**config.mk**
```make
export PLATFORM = sky130hd
export DESIGN_NAME = alu_multiciclo
export DESIGN_NICKNAME = d
export VERILOG_FILES = /design/src/rtl/alu_multiciclo.sv
export SDC_FILE = /design/constraint.sdc
export NUM_CORES = 1
export LEC_CHECK = 0
export BUFFER_PORTS_ARGS = -buffer_cell sky130_fd_sc_hd__buf_4
export CAP_MARGIN = 30
export CELL_PAD_IN_SITES_DETAIL_PLACEMENT = 0
export CELL_PAD_IN_SITES_GLOBAL_PLACEMENT = 1
export CORE_UTILIZATION = 25
export CTS_CLUSTER_SIZE = 30
export DETAILED_ROUTE_END_ITERATION = 6
export GPL_ROUTABILITY_DRIVEN = 0
export PLACE_DENSITY_LB_ADDON = 0.1
export SYNTH_ARGS = -nofsm -noshare
export SYNTH_HDL_FRONTEND = slang
export SYNTH_SLANG_ARGS = --single-unit
```
**constraint.sdc**
```tcl
create_clock -name clock -period 11.23 [get_ports clock]
set_input_delay 2.8075 -clock clock [delete_from_list [all_inputs] [get_ports clock]]
set_output_delay 2.8075 -clock clock [all_outputs]
set_load 0.01 [all_outputs]
```
**src/rtl/alu_multiciclo.sv**
```systemverilog
// Registered ALU with start/busy/done handshake; MUL, DIV and MOD run iteratively,
// one operand bit per clock.
module alu_multiciclo #(
    parameter int unsigned WIDTH   = 32,
    parameter int unsigned SHAMT_W = 5
) (
    input  logic               clock,
    input  logic               reset,
    input  logic               start,
    input  logic [5:0]         opcode,
    input  logic [WIDTH-1:0]   input1,
    input  logic [WIDTH-1:0]   input2,
    input  logic [SHAMT_W-1:0] shamt,
    input  logic               branch,
    output logic [WIDTH-1:0]   result,
    output logic               sinalBranch,
    output logic               busy,
    output logic               done,
    output logic               divZero
);

    localparam logic [5:0] OpAdd = 6'h00, OpSub = 6'h01, OpAnd = 6'h02, OpOr  = 6'h03;
    localparam logic [5:0] OpNot = 6'h04, OpSll = 6'h05, OpSrl = 6'h06, OpMul = 6'h07;
    localparam logic [5:0] OpDiv = 6'h08, OpMod = 6'h09, OpDec = 6'h0A, OpXor = 6'h0B;
    localparam logic [5:0] OpBeq = 6'h11, OpBne = 6'h12, OpBgt = 6'h15, OpSlt = 6'h17;
    localparam logic [5:0] OpSeq = 6'h1E, OpSgt = 6'h20, OpSne = 6'h22, OpMov = 6'h1B;

    localparam int unsigned CntW = $clog2(WIDTH) + 1;
    localparam logic [CntW-1:0] CntInit = CntW'(WIDTH);
    localparam logic [CntW-1:0] CntOne  = CntW'(1);

    typedef enum logic [1:0] {StIdle, StMul, StDiv, StFin} state_e;

    state_e            state_q;
    logic [CntW-1:0]   cnt_q;
    logic [WIDTH-1:0]  a_q, b_q, acc_q, rem_q;
    logic              is_mod_q;
    logic [WIDTH-1:0]  result_q;
    logic              sinal_q, busy_q, done_q, div_zero_q;

    logic [WIDTH-1:0]  sc_result;
    logic              sc_flag;
    logic [WIDTH-1:0]  acc_d, rem_d, quo_d;
    logic [WIDTH:0]    rem_sh, diff;

    always_comb begin
        sc_result = '0;
        sc_flag   = 1'b0;
        case (opcode)
            OpAdd: sc_result = input1 + input2;
            OpSub: sc_result = input1 - input2;
            OpAnd: sc_result = input1 & input2;
            OpOr:  sc_result = input1 | input2;
            OpNot: sc_result = ~input1;
            OpSll: sc_result = input1 << shamt;
            OpSrl: sc_result = input1 >> shamt;
            OpDec: sc_result = input1 - WIDTH'(1);
            OpXor: sc_result = input1 ^ input2;
            OpBeq: sc_flag   = (input1 == input2);
            OpBne: sc_flag   = (input1 != input2);
            OpBgt: sc_flag   = (input1 > input2);
            OpSlt: sc_result = WIDTH'(input1 < input2);
            OpSeq: sc_result = WIDTH'(input1 == input2);
            OpSgt: sc_result = WIDTH'(input1 > input2);
            OpSne: sc_result = WIDTH'(input1 != input2);
            OpMov: sc_result = input1;
            default: ;
        endcase
    end

    // Shift-add step for MUL; restoring step for DIV (a_q doubles as the quotient shifter).
    always_comb begin
        acc_d  = b_q[0] ? (acc_q + a_q) : acc_q;
        rem_sh = {rem_q, a_q[WIDTH-1]};
        diff   = rem_sh - {1'b0, b_q};
        rem_d  = diff[WIDTH] ? rem_sh[WIDTH-1:0] : diff[WIDTH-1:0];
        quo_d  = {a_q[WIDTH-2:0], ~diff[WIDTH]};
    end

    always_ff @(posedge clock) begin
        if (reset) begin
            state_q    <= StIdle;
            cnt_q      <= '0;
            a_q        <= '0;
            b_q        <= '0;
            acc_q      <= '0;
            rem_q      <= '0;
            is_mod_q   <= 1'b0;
            result_q   <= '0;
            sinal_q    <= 1'b0;
            busy_q     <= 1'b0;
            done_q     <= 1'b0;
            div_zero_q <= 1'b0;
        end else begin
            done_q <= 1'b0;
            unique case (state_q)
                StIdle: begin
                    if (start) begin
                        if (opcode == OpMul) begin
                            a_q     <= input1;
                            b_q     <= input2;
                            acc_q   <= '0;
                            cnt_q   <= CntInit;
                            busy_q  <= 1'b1;
                            state_q <= StMul;
                        end else if ((opcode == OpDiv || opcode == OpMod) && input2 != '0) begin
                            a_q      <= input1;
                            b_q      <= input2;
                            rem_q    <= '0;
                            is_mod_q <= (opcode == OpMod);
                            cnt_q    <= CntInit;
                            busy_q   <= 1'b1;
                            state_q  <= StDiv;
                        end else if (opcode == OpDiv || opcode == OpMod) begin
                            result_q   <= (opcode == OpDiv) ? '1 : input1;
                            sinal_q    <= 1'b0;
                            div_zero_q <= 1'b1;
                            done_q     <= 1'b1;
                            state_q    <= StFin;
                        end else begin
                            result_q   <= sc_result;
                            sinal_q    <= sc_flag & branch;
                            div_zero_q <= 1'b0;
                            done_q     <= 1'b1;
                            state_q    <= StFin;
                        end
                    end
                end
                StMul: begin
                    acc_q <= acc_d;
                    a_q   <= a_q << 1;
                    b_q   <= b_q >> 1;
                    cnt_q <= cnt_q - CntOne;
                    if (cnt_q == CntOne) begin
                        result_q   <= acc_d;
                        sinal_q    <= 1'b0;
                        div_zero_q <= 1'b0;
                        busy_q     <= 1'b0;
                        done_q     <= 1'b1;
                        state_q    <= StFin;
                    end
                end
                StDiv: begin
                    rem_q <= rem_d;
                    a_q   <= quo_d;
                    cnt_q <= cnt_q - CntOne;
                    if (cnt_q == CntOne) begin
                        result_q   <= is_mod_q ? rem_d : quo_d;
                        sinal_q    <= 1'b0;
                        div_zero_q <= 1'b0;
                        busy_q     <= 1'b0;
                        done_q     <= 1'b1;
                        state_q    <= StFin;
                    end
                end
                StFin: state_q <= StIdle;
                default: state_q <= StIdle;
            endcase
        end
    end

    assign result      = result_q;
    assign sinalBranch = sinal_q;
    assign busy        = busy_q;
    assign done        = done_q;
    assign divZero     = div_zero_q;

endmodule
```
### Word level (Yosys, flattened, before mapping)

Index checks and enable logic that the tools add are counted.

| storage, ports and cells | value |
|---|---|
| register bits | 173 |
| logic and storage cells | 140 |
| input port bits | 79 |

| cells by class | value |
|---|---|
| bitwise gates (word level) | 7 |
| $add $sub $neg | 6 |
| multiplexer cells | 57 |
| equal/unequal tests | 34 |
| shift operators | 2 |
| magnitude comparators | 2 |
| reductions and logical operators | 20 |

Operator list:

| kind | number |
|---|---|
| 2-to-1 mux 32 bit | 21 |
| case mux 32 bit (14 select lines) | 1 |
| case mux 32 bit (2 select lines) | 3 |
| case mux 32 bit (3 select lines) | 2 |
| adder 32 bit | 2 |
| equality test 6 x 5 -> 1 bit, second input constant | 6 |
| subtractor 33 x 32 -> 33 bit | 1 |
| AND 32 bit | 1 |
| equality test 32 bit | 1 |
| > comparator 32 bit | 1 |
| < comparator 32 bit | 1 |
| != test 32 bit | 1 |
| inverter 32 bit | 1 |
| bitwise OR 32 bit | 1 |
| nonzero test 32 bit | 1 |
| << shifter 32 x 5 -> 32 bit | 1 |
| right shift 32 x 5 -> 32 bit | 1 |
| subtractor 32 x 1 -> 32 bit, second input constant | 1 |
| subtractor 32 bit | 1 |
| bitwise XOR 32 bit | 1 |
| equality test 6 x 3 -> 1 bit, second input constant | 4 |
| equality test 6 x 4 -> 1 bit, second input constant | 4 |
| 2-to-1 mux 6 bit | 3 |
| 2-to-1 mux 1 bit | 17 |
| other kinds (28) | 51 |

### Logic depth before layout (Yosys ltp)

| depth | value |
|---|---|
| depth in word-level cells | 8 |
| mapped depth | 20 |
| mapped depth without buffers | 20 |

### Least setup slack after synthesis

Ideal clock, no wire load.

| timing | value |
|---|---|
| path kind | in2reg |
| start | in opcode[4] |
| end | reg result_q[30], in the netlist result[30] |
| stages | 20 |
| path slack | 4.214 ns |
| required time | 11.144 ns |
| arrival time | 6.931 ns |
| path buffers | 4 |
| cells stage by stage | buf_2 or4b_1 buf_2 or2_2 clkbuf_1 clkbuf_1 nand2_1 ha_1 inv_1 fa_1 a211oi_1 o21ai_0 a21oi_1 o21ai_0 a31oi_1 o221a_2 o21ai_0 a2111oi_0 nor3_1 a211oi_1 |

| on the way | value |
|---|---|
| longest elaborated chain between the ends | 7 |
| elaborated cells on any way between the ends | 29 |

Ends and longest elaborated chain:

| item | RTL line | text |
|---|---|---|
| start: declaration | 10 | `input logic [5:0] opcode,` |
| equality test 6 x 5 -> 1 bit, or another cell as far along | 49 | `case (opcode)` |
| case mux 32 bit (14 select lines), or another cell as far along | 49 |  |
| 2-to-1 mux 32 bit | 114 | `end else if (opcode == OpDiv \|\| opcode == OpMod) begin` |
| 2-to-1 mux 32 bit | 106 | `end else if ((opcode == OpDiv \|\| opcode == OpMod) && input2 != '0) begin` |
| 2-to-1 mux 32 bit | 99 | `if (opcode == OpMul) begin` |
| 2-to-1 mux 32 bit | 98 | `if (start) begin` |
| case mux 32 bit (3 select lines) | 96 | `unique case (state_q)` |
| end signal: assignment | 115 | `result_q <= (opcode == OpDiv) ? '1 : input1;` |
| end signal: assignment | 121 | `result_q <= sc_result;` |
| end signal: assignment | 148 | `result_q <= is_mod_q ? rem_d : quo_d;` |
| end: declaration | 38 | `logic [WIDTH-1:0] result_q;` |

Several ways; a longest one is shown, not always the timed one. The select of a mux whose other input is x is not followed.
A chain may end at the register's enable or synchronous reset.

### Final worst setup path

| timing | value |
|---|---|
| start | in opcode[2] |
| end | reg result_q[22], in the netlist result[22] |

The elaborated chain is that of the path after synthesis.

==> results.sh <==
export IMPL_ant_nets=0
export IMPL_synthToLayoutAreaGrowth_pct=10.6
export IMPL_cts_buffers=17
export IMPL_h_tree_depth=4
export IMPL_vias=24500
export IMPL_hold_violations=0
export IMPL_synth_ff_type="dfxtp_1"
export IMPL_yosysTopAreaCell="dfxtp_1"
export IMPL_grt_overflow=0
export IMPL_die_area_um2=91000
export IMPL_fp_dieH_um=302
export IMPL_synth_nets=3336
export IMPL_peakVddDrop_mv=0.131
export IMPL_drc=15
export IMPL_seq_area_frac_synth_pct=15.4
export IMPL_r2r_slack_ns=5.85
export IMPL_startpoint_type="input pin"
export IMPL_wl_met3_um=8490
export IMPL_ys_ff_latch=173
export IMPL_clock_path_buffers=2
export IMPL_worstPathMaxFanout=32
export IMPL_io_pins=115
export IMPL_synth_edf_count=0
export IMPL_violations="design-rule violations"
export IMPL_status="complete, but fails checks"
export IMPL_fin_crit_ns=7.68
export IMPL_ctsHoldBuffers=0
export IMPL_wl_per_cell_um=30.6
export IMPL_finalSetupViolCount=0
export IMPL_insertion_delay_ns=0.55
export IMPL_synthDistinctLibCells=113
export IMPL_synth_area_leaders="dfxtp_1 15%, ha_1 11%, nor2_1 6.2%"
export IMPL_drive_above_1_share_pct=11.3
export IMPL_antenna_found_initial=4
export IMPL_grt_pass1_vias=23800
export IMPL_route_met2_wl_um=57300
export IMPL_power_density_nw_per_um2=208
export IMPL_finalCritPeriodShare_pct=68.4
export IMPL_power_total_w=0.00516
export IMPL_wirelength_um=128000
export IMPL_fmax_mhz=130
export IMPL_yosys_warnings=0
export IMPL_cts_resized=0
export IMPL_grt_pass1_wl_um=180000
export IMPL_cap_violations=0
export IMPL_postCtsSetupBuffers=0
export IMPL_grt_usage_pct=27.8
export IMPL_stdcell_area_um2=24800
export IMPL_drt_initial_drc_count=2335
export IMPL_setup_tns_ns=0
export IMPL_finalClockSkew_ns=0.0502
export IMPL_met1Wirelength_um=56000
export IMPL_relSlewSlack_pct=26.6
export IMPL_core_area_um2=88600
export IMPL_p_leak_nw=9.72
export IMPL_cts_sinks=173
export IMPL_num_fill_cells=9852
export IMPL_syn_avg_cell_area_um2=7.36
export IMPL_vias_per_cell=5.84
export IMPL_async_reset_ff_share_pct=0
export IMPL_die_x_um=302
export IMPL_rsz0062_at_grt="false"
export IMPL_worst_pin_slew_ns=1.09
export IMPL_dpl_cell_area_um2=24200
export IMPL_rows=109
export IMPL_critPathArrivalTime_ns=8.03
export IMPL_synth_top_area_share_pct=15.4
export IMPL_dr_pass1_iters=7
export IMPL_report_final_slew_viol_count=0
export IMPL_initial_core_util_pct=25.3
export IMPL_port_buffers=114
export IMPL_synth_area_um2=22400
export IMPL_top_layer_used="met5"
export IMPL_fin_nets=3300
export IMPL_cts_root_buf="clkbuf_16"
export IMPL_clkTransAtPathRegs_ns=0.08
export IMPL_crit_required_ns=11.58
export IMPL_synth_cells=3049
export IMPL_grt_start_max_net_pins=76
export IMPL_hold_class="flop to flop"
export IMPL_endpoint_kind="flop"
export IMPL_dp_hpwl_um=99500
export IMPL_cts_tree="done"
export IMPL_path_class="input pin to flop"
placed cells by master, fill, tap and decap left out, types with 27 or more instances in the layout:
cell      instances
a21oi_1         236
a221oi_1         33
buf_4           160
a31oi_1          32
mux2i_1         112
nand3_1          59
a22oi_1          97
nand2_1         253
xnor2_1          85
o211ai_1         44
a21o_1           40
a211oi_1        123
nor4_1           28
ha_1            203
dfxtp_1         173
inv_1           175
mux2_2           35
xor2_1           40
nor3_1           62
o21ai_0         152
mux4_2           27
nor2_1          367
cell families (layout without fill, tap and decap cells):
family / after synthesis / count (layout) / share of synthesized area (%)
adder cells (fa/ha/maj): 208 / 208 / 11.7
AO/OA/AOI/OAI: 1003 / 1003 / 30.8
buffers and inverters: 395 / 372 / 7.26
multiplexers: 184 / 184 / 10.1
XOR/XNOR: 126 / 126 / 4.95
AND/OR/NAND/NOR: 960 / 960 / 19.8
other: 0 / 2 / 0
flip-flops: 173 / 173 / 15.4
worst paths after layout:
check                          from                       to  cells past startpoint
min          result[2]$_SDFFE_PP0P_   result[2]$_SDFFE_PP0P_                      2
min reg2reg  result[2]$_SDFFE_PP0P_   result[2]$_SDFFE_PP0P_                      2
max                       opcode[2]  result[22]$_SDFFE_PP0P_                     17
max reg2reg     b_q[0]$_SDFFE_PP0P_   result[7]$_SDFFE_PP0P_                     15
power by group:
group / total (W) / switching, W / internal, W
combinational: 0.00353 / 0.00235 / 0.00118
sequential: 0.000979 / 0.000209 / 0.000770
clock: 0.000653 / 0.000321 / 0.000332
worst max-delay path, stage by stage:
cell	delay, ns
buf_4	0.15
or4b_1	0.71
or2_2	0.64
nand2_1	0.18
ha_1	0.17
inv_1	0.06
fa_1	0.45
a211oi_1	0.29
o21ai_0	0.27
a21oi_1	0.31
o21ai_0	0.27
a31oi_1	0.35
o221a_2	0.32
xor2_1	0.17
nor2_1	0.08
o31ai_1	0.62
a211oi_1	0.16
cell type report:
type / count / area, um2 / area share (%)
multi-input combinational: 2481 / 17400 / 70.1
sequential: 173 / 3460 / 14.0
tap: 1165 / 1460 / 5.87
timing repair buffer: 163 / 1250 / 5.04
inverter: 177 / 664 / 2.68
clock buffer: 17 / 425 / 1.71
clock inverter: 15 / 164 / 0.660
antenna: 2 / 5.00 / 0.0202
registers in the layout, summed over array words and instances, names as in the netlist:
register / cells
is_mod_q: 1
done: 1
result: 32
a_q: 32
acc_q: 32
sinalBranch: 1
b_q: 32
divZero: 1
state_q: 2
rem_q: 32
busy: 1
cnt_q: 6
routing by layer:
layer	vias up	GRT usage (%)
met3	176	4.94
met4	4	13.7
met1	12100	36.3
li1	11200	-
met2	989	43.8
met5	-	0
metrics by stage:
step                      hold slack [ns]  utilization, %  worst slack, ns  instances
final                               0.468            28.0             3.55       4193
after global routing                0.496            28.0             3.25       4191
after CTS                           0.472            28.0             3.54       4191
after detailed placement            0.460            27.3             3.00       4159
after global placement              0.456            27.3             3.01       4156
after floorplan                     0.446               -             4.21       3049
cell usage after synthesis, types with 17 or more instances:
master and number:
a21o_1 40, mux2_2 35, clkbuf_1 152, nand2b_1 23
mux4_2 27, nor4_1 28, xor2_1 40, mux2i_1 112
nor3_1 64, nor2_1 371, buf_2 38, o21bai_1 21
nand2_1 254, o211ai_1 44, ha_1 204, nand3_1 59
o221ai_1 17, a21oi_1 236, a221oi_1 33, xnor2_1 85
dfxtp_1 173, o21ai_0 153, a31oi_1 32, inv_1 175
nand4_1 23, nor2b_1 20, a22oi_1 97, a211oi_1 123
or3_1 20
Note: power is estimated with default switching activity, not from simulation.
